`src/rtl/imem_pkg.sv`:
```
// Shared types and constants for the program instruction memory.
// IMEM_PARITY_EN, when defined, adds one even-parity bit to every stored word.
package imem_pkg;

    typedef enum logic [1:0] {
        IDLE = 2'd0,
        LOAD = 2'd1,
        RUN  = 2'd2
    } state_e;

    localparam logic [31:0] NOP_WORD      = 32'h0000_0000;
    localparam int          DEFAULT_DEPTH = 64;

    // The stored bit makes the total count of ones in {parity, word} even.
    function automatic logic even_parity(input logic [31:0] word);
        return ^word;
    endfunction

endpackage

```
`src/rtl/prog_instr_mem_if.sv`:
```
// Loader handshake and fetch bus of the program instruction memory.
// The master side is the loader/PC; the slave side is the memory.
interface prog_instr_mem_if #(
    parameter int ADDR_W = 32,
    parameter int CNT_W  = 7
);
    logic              ld_start;
    logic              ld_valid;
    logic [31:0]       ld_data;
    logic              ld_last;
    logic              ld_ready;
    logic [ADDR_W-1:0] address;
    logic [31:0]       instruction;
    logic              instr_valid;
    logic              fault;
    logic [CNT_W-1:0]  ld_count;
    logic              parity_err;

    modport master (
        output ld_start, ld_valid, ld_data, ld_last, address,
        input  ld_ready, instruction, instr_valid, fault, ld_count, parity_err
    );

    modport slave (
        input  ld_start, ld_valid, ld_data, ld_last, address,
        output ld_ready, instruction, instr_valid, fault, ld_count, parity_err
    );
endinterface

```
`src/rtl/imem_array.sv`:
```
// Instruction storage: one synchronous write port, one asynchronous read port.
// IMEM_PARITY_EN adds a parity lane that is checked on every read.
module imem_array
    import imem_pkg::*;
#(
    parameter int DEPTH = DEFAULT_DEPTH,
    parameter int IDX_W = (DEPTH > 1) ? $clog2(DEPTH) : 1
) (
    input  logic             clk,
    input  logic             we,
    input  logic [IDX_W-1:0] waddr,
    input  logic [31:0]      wdata,
    input  logic [IDX_W-1:0] raddr,
    output logic [31:0]      rdata,
    output logic             rpar_ok
);

`ifdef IMEM_PARITY_EN
    localparam int WORD_W = 33;
`else
    localparam int WORD_W = 32;
`endif

    // Contents are deliberately not reset; a full load defines them.
    logic [WORD_W-1:0] mem_q [DEPTH];
    logic [WORD_W-1:0] wword_s;
    logic [WORD_W-1:0] rword_s;

    // Build the stored word, with its parity bit when the lane exists.
    always_comb begin
`ifdef IMEM_PARITY_EN
        wword_s = {even_parity(wdata), wdata};
`else
        wword_s = wdata;
`endif
    end

    // Synchronous write port.
    always_ff @(posedge clk) begin
        if (we) begin
            mem_q[waddr] <= wword_s;
        end
    end

    // Asynchronous read port with parity recheck.
    always_comb begin
        rword_s = mem_q[raddr];
        rdata   = rword_s[31:0];
`ifdef IMEM_PARITY_EN
        rpar_ok = (^rword_s) == 1'b0;
`else
        rpar_ok = 1'b1;
`endif
    end

endmodule

```
`src/rtl/prog_instr_mem.sv`:
```
// Loadable program instruction memory with combinational, fault-checked fetch.
// IMEM_PARITY_EN enables per-word parity storage and checking.
module prog_instr_mem
    import imem_pkg::*;
#(
    parameter int DEPTH  = DEFAULT_DEPTH,
    parameter int ADDR_W = 32,
    parameter int CNT_W  = $clog2(DEPTH + 1)
) (
    input  logic                clk,
    input  logic                rst_n,
    prog_instr_mem_if.slave     bus
);

    localparam int IDX_W = (DEPTH > 1) ? $clog2(DEPTH) : 1;

    state_e            state_q, state_d;
    logic [CNT_W-1:0]  cnt_q, cnt_d;
    logic              we_s;
    logic [ADDR_W-3:0] idx_s;
    logic              legal_s;
    logic [31:0]       rdata_s;
    logic              rpar_ok_s;

    // Load FSM next-state; a start request always wins over a data beat.
    always_comb begin
        state_d = state_q;
        cnt_d   = cnt_q;
        we_s    = 1'b0;
        case (state_q)
            IDLE: begin
                if (bus.ld_start) begin
                    state_d = LOAD;
                    cnt_d   = {CNT_W{1'b0}};
                end else begin
                    state_d = IDLE;
                end
            end
            LOAD: begin
                if (bus.ld_start) begin
                    state_d = LOAD;
                    cnt_d   = {CNT_W{1'b0}};
                end else if (bus.ld_valid) begin
                    we_s  = 1'b1;
                    cnt_d = cnt_q + CNT_W'(1);
                    if (bus.ld_last || (cnt_q == CNT_W'(DEPTH - 1))) begin
                        state_d = RUN;
                    end else begin
                        state_d = LOAD;
                    end
                end else begin
                    state_d = LOAD;
                end
            end
            RUN: begin
                if (bus.ld_start) begin
                    state_d = LOAD;
                    cnt_d   = {CNT_W{1'b0}};
                end else begin
                    state_d = RUN;
                end
            end
            default: begin
                state_d = IDLE;
                cnt_d   = {CNT_W{1'b0}};
            end
        endcase
    end

    // FSM state and loaded-word count registers.
    always_ff @(posedge clk or negedge rst_n) begin
        if (!rst_n) begin
            state_q <= IDLE;
            cnt_q   <= {CNT_W{1'b0}};
        end else begin
            state_q <= state_d;
            cnt_q   <= cnt_d;
        end
    end

    imem_array #(
        .DEPTH (DEPTH),
        .IDX_W (IDX_W)
    ) u_array (
        .clk     (clk),
        .we      (we_s),
        .waddr   (cnt_q[IDX_W-1:0]),
        .wdata   (bus.ld_data),
        .raddr   (idx_s[IDX_W-1:0]),
        .rdata   (rdata_s),
        .rpar_ok (rpar_ok_s)
    );

    // Full-width index compare so high addresses never alias low words.
    always_comb begin
        idx_s   = bus.address[ADDR_W-1:2];
        legal_s = (bus.address[1:0] == 2'b00)
                  && (idx_s < (ADDR_W-2)'(cnt_q))
                  && (idx_s < (ADDR_W-2)'(DEPTH));
    end

    // Fetch response; only RUN can return a word or raise a fault.
    always_comb begin
        bus.instruction = NOP_WORD;
        bus.instr_valid = 1'b0;
        bus.fault       = 1'b0;
        bus.parity_err  = 1'b0;
        if (state_q == RUN) begin
            if (!legal_s) begin
                bus.fault = 1'b1;
            end else if (!rpar_ok_s) begin
                bus.fault      = 1'b1;
                bus.parity_err = 1'b1;
            end else begin
                bus.instruction = rdata_s;
                bus.instr_valid = 1'b1;
            end
        end else begin
            bus.fault = 1'b0;
        end
    end

    assign bus.ld_ready = (state_q == LOAD);
    assign bus.ld_count = cnt_q;

endmodule

```
`src/flat_wrapper.sv`:
```
// flat-port wrapper written by rule: the top's interface ports become plain ports
module prog_instr_mem_flat import imem_pkg::*;
#(
    parameter int DEPTH  = DEFAULT_DEPTH,
    parameter int ADDR_W = 32,
    parameter int CNT_W  = $clog2(DEPTH + 1)
)
  (clk, rst_n, bus_ld_start, bus_ld_valid, bus_ld_data, bus_ld_last, bus_address, bus_ld_ready, bus_instruction, bus_instr_valid, bus_fault, bus_ld_count, bus_parity_err);
  prog_instr_mem_if #(.ADDR_W(ADDR_W), .CNT_W(CNT_W)) bus_i ();
  input  logic clk;
  input  logic rst_n;
  input wire logic [$bits(bus_i.ld_start)-1:0] bus_ld_start;
  input wire logic [$bits(bus_i.ld_valid)-1:0] bus_ld_valid;
  input wire logic [$bits(bus_i.ld_data)-1:0] bus_ld_data;
  input wire logic [$bits(bus_i.ld_last)-1:0] bus_ld_last;
  input wire logic [$bits(bus_i.address)-1:0] bus_address;
  output wire logic [$bits(bus_i.ld_ready)-1:0] bus_ld_ready;
  output wire logic [$bits(bus_i.instruction)-1:0] bus_instruction;
  output wire logic [$bits(bus_i.instr_valid)-1:0] bus_instr_valid;
  output wire logic [$bits(bus_i.fault)-1:0] bus_fault;
  output wire logic [$bits(bus_i.ld_count)-1:0] bus_ld_count;
  output wire logic [$bits(bus_i.parity_err)-1:0] bus_parity_err;
  assign bus_i.ld_start = bus_ld_start;
  assign bus_i.ld_valid = bus_ld_valid;
  assign bus_i.ld_data = bus_ld_data;
  assign bus_i.ld_last = bus_ld_last;
  assign bus_i.address = bus_address;
  assign bus_ld_ready = bus_i.ld_ready;
  assign bus_instruction = bus_i.instruction;
  assign bus_instr_valid = bus_i.instr_valid;
  assign bus_fault = bus_i.fault;
  assign bus_ld_count = bus_i.ld_count;
  assign bus_parity_err = bus_i.parity_err;
  prog_instr_mem #(.DEPTH(DEPTH), .ADDR_W(ADDR_W), .CNT_W(CNT_W)) u_core (.clk(clk), .rst_n(rst_n), .bus(bus_i));
endmodule
```
`config.mk`:
```
export PLATFORM = sky130hd
export DESIGN_NAME = prog_instr_mem_flat
export DESIGN_NICKNAME = d
export VERILOG_FILES = /design/src/rtl/imem_pkg.sv /design/src/rtl/prog_instr_mem_if.sv /design/src/rtl/imem_array.sv /design/src/rtl/prog_instr_mem.sv /design/src/flat_wrapper.sv
export SDC_FILE = /design/constraint.sdc
export NUM_CORES = 2
export LEC_CHECK = 0
export CORE_MARGIN = 2
export CORE_UTILIZATION = 35
export DETAILED_ROUTE_END_ITERATION = 12
export HOLD_SLACK_MARGIN = 0.15
export PLACE_DENSITY = 0.47
export SLEW_MARGIN = 20
export SYNTH_ARGS = -nofsm -noshare
export SYNTH_HDL_FRONTEND = slang
export SYNTH_SLANG_ARGS = --single-unit
export TNS_END_PERCENT = 20
```
`constraint.sdc`:
```
create_clock -name clk -period 4.15 [get_ports clk]
set_clock_uncertainty 0.05 [all_clocks]
set_input_delay 0.6225 -clock clk [delete_from_list [all_inputs] [get_ports clk]]
set_output_delay 0.6225 -clock clk [all_outputs]
set_load 0.03 [all_outputs]
```
==> metrics.cfg <==
[sta]
rsz0062_at_grt = yes
worst_pin_slew_ns = 1.10
period_needed_ns = 4.49
slew_viol_final = 0
finalSetupViolations = 31
relSlewSlack_pct = 26.8
period_share_pct = 108
final_hold_viol_count = 0
final.setup.worst_slack_ns = -0.344
max_freq_mhz = 223

[worst_hold_path]
hp-class = input port to register

[cts]
cts_tree = built
cts_root_buf = clkbuf_16
clk_latency_ns = 0.84
clk_transition_reported_paths_ns = 0.06
cts_inserted_buffers = 216
ctsHtreeMaxLevel = 4
clockBufferDepth = 3
clock_sinks = 2057

[setup_path]
critPathRequiredTime_ns = 3.48
crit_path_max_fanout = 4
cp-end-kind = output port
cp.arrival_ns = 3.82
path_class = register to output port
start_kind = register

[finish]
drive_gt1_share_pct = 32.6
area_growth_syn_to_layout_pct = 19.2
nets = 4144
fillers = 19900
final_cells = 7261

[yosys]
synthCells = 3522
synth-edff-count = 2048
ys.flop_type = edfxtp_1
syn_area_um2 = 79600
yosysWarningCount = 0
yosysUniqueCellTypes = 66
syn_area_per_cell_um2 = 22.6
syn-num-nets = 3598
async_flop_share_pct = 0.438
ys_ff_latch = 2057
ys_seq_area_share_pct = 77.5

[floorplan]
die_w_um = 481
fp-row-count = 175
die_h_um = 481
initial_core_util_pct = 35.1
io_pins = 112
fp.coreArea_um2 = 227000
die_area_um2 = 231000

[routing]
drc_errors = 0
wl_met1_um = 112000
route.met3.wl_um = 16200
topRoutingLayerUsed = met5
drt-vias-per-instance = 5.59
ant_nets = 0
via_count = 40600
first_pass_iters = 5
dr_wl_met2_um = 124000
routed_wl_um = 260000
first_iter_violations = 4564
wire_per_inst_um = 35.8

[placed_design]
place.gp.congestion = 0.794
preCtsSetupSlack_ns = -0.501
dp.cells = 6848
io_buffers = 110
dp_hpwl_um = 155000

[run_status]
violations = negative setup slack
outcome = finished with violations

[global_route]
overflow = 0
groute.usage.overall_pct = 22.3
grt_pass1_vias = 40600
grt_pass1_wl_um = 352000
grt_max_degree = 65
antenna_found_initial = 18

[power]
p_comb_share_pct = 5.4
switchingPower_w = 0.00958
power_frac_seq_pct = 52.4
p_int_w = 0.0341
powerDensity_nw_per_um2 = 460
power.share.clock_pct = 42.2
swShare_pct = 21.9
cellLeakagePower_nw = 29.9
vdd_drop_max_uv = 368

[run]
maxCapViolCount = 0

[flip-flops by register name, indices dropped and copies added (netlist names)]
name / flops
u_core.bus.ld_count: 7
u_core.u_array.mem_q: 2048
u_core.state_q: 2
[through the flow]
step	total power [W]	hold slack, ns	TNS, ns	area (um^2)	utilization (%)
6_report	0.0437	0.228	-5.25	94900	41.8
5_1_grt	0.0449	0.205	-8.63	94900	41.8
4_1_cts	0.0440	0.162	-10.50	94700	41.7
3_5_place_dp	0.0257	0.595	-4.77	87700	38.6
3_3_place_gp	0.0257	0.596	-8.84	87600	38.6
2_1_floorplan	0.0245	0.277	0	79600	-
[cells in the final DEF, fill, tap and decap left out, drive strengths merged, types with 8 or more instances in the layout]
| cell type | n |
|---|---|
| nor3 | 24 |
| a211oi | 8 |
| o22ai | 34 |
| clkdlybuf4s50 | 38 |
| a221oi | 29 |
| nand2 | 62 |
| nor4 | 10 |
| o221ai | 14 |
| nand2b | 20 |
| inv | 19 |
| a21oi | 51 |
| o21ai | 42 |
| a22o | 14 |
| nand3 | 35 |
| dfrtp | 9 |
| clkbuf | 277 |
| a31oi | 8 |
| nor2b | 14 |
| buf | 480 |
| a211o | 8 |
| a221o | 11 |
| bufinv | 11 |
| clkinv | 102 |
| a22oi | 46 |
| mux2i | 122 |
| nor2 | 119 |
| edfxtp | 2048 |
| mux2 | 16 |
| mux4 | 500 |
[logic make-up (layout without fill, tap and decap cells)]
kind of cell               after synthesis  count (layout)  share of synthesized area, %
DFF                                   2057            2057                          77.5
muxes                                  638             638                          16.0
and+or+nand+nor                        312             312                          1.83
AOI/OAI and AO/OA                      300             300                          2.71
buffers and inverters                  207             934                          1.83
adders and majority gates                7               7                         0.110
other                                    1               4                       0.00471
[worst max-delay path, stage by stage, from the launching register on]
cell        delay, ns
dfrtp_1          0.39
clkinvlp_4       0.29
ha_4             0.28
nor4_4           0.12
nand4_1          0.12
nand4b_1         0.27
buf_4            0.20
a211o_4          0.33
buf_12           0.17
buf_6            0.12
a2111oi_4        0.39
buf_4            0.20
buf_12           0.11
[cells in the mapped netlist (24+ instances only)]
cell | number | area [um^2]
a22oi_1 | 46 | 345
o22ai_1 | 34 | 213
buf_2 | 61 | 305
nor2_1 | 119 | 447
buf_4 | 33 | 248
edfxtp_1 | 2048 | 61500
mux4_2 | 483 | 10900
nand3_1 | 35 | 175
nand2_1 | 62 | 233
mux2i_1 | 122 | 1220
nor3_1 | 24 | 120
clkbuf_1 | 49 | 184
o21ai_0 | 35 | 175
a21oi_1 | 51 | 255
[final cells by class]
| class | instances | area (um^2) | share of cell area (%) |
|---|---|---|---|
| sequential | 2057 | 61700 | 65.0 |
| multi-input combinational | 1258 | 17300 | 18.3 |
| clock buffer | 277 | 5650 | 5.96 |
| timing repair buffer | 522 | 5380 | 5.67 |
| tap | 3009 | 3760 | 3.97 |
| clock inverter | 122 | 982 | 1.03 |
| inverter | 13 | 55.1 | 0.0580 |
| antenna | 3 | 7.51 | 0.00791 |
[per-layer routing]
metal / vias up / GRT usage [%]
met5: - / 0
met4: 14 / 6.01
met3: 349 / 3.77
met2: 1536 / 35.8
met1: 22500 / 31.6
li1: 16200 / -
[power groups by stage]
stage | combinational [W] | clock, W | sequential, W
detailed placement | 0.00234 | 0 | 0.0233
floorplan | 0.00114 | 0 | 0.0233
global placement | 0.00233 | 0 | 0.0233
CTS | 0.00237 | 0.0188 | 0.0229
global route | 0.00248 | 0.0196 | 0.0229
finish | 0.00235 | 0.0184 | 0.0229
[final timing paths]
path / start / end / slack, ns / cells after the start
worst max-delay path: u_core.bus.ld_count[6] / bus_instruction[30] / -0.34 / 12
worst min-delay path: bus_ld_data[12] / u_core.u_array.mem_q[49][12] / 0.23 / 1
worst max register to register: u_core.state_q[1] / u_core.u_array.mem_q[18][10] / 0.98 / 7
worst min register to register: u_core.state_q[0] / u_core.state_q[0] / 0.65 / 1
max in group asynchronous: rst_n / u_core.bus.ld_count[4] / 2.99 / 2
min in group asynchronous: rst_n / u_core.bus.ld_count[2] / 0.72 / 2
[what timing repair did]
item / 4_1_cts / 5_1_grt
endpoints found under the hold margin: 37 / 17
endpoints found under the setup margin: 33 / 33
resized for setup: 53 / 15
hold buffers: 3 / 1
pin swaps: 11 / 7
buffers inserted: 2 / 4
No activity file was read; power rests on OpenSTA's default activity.
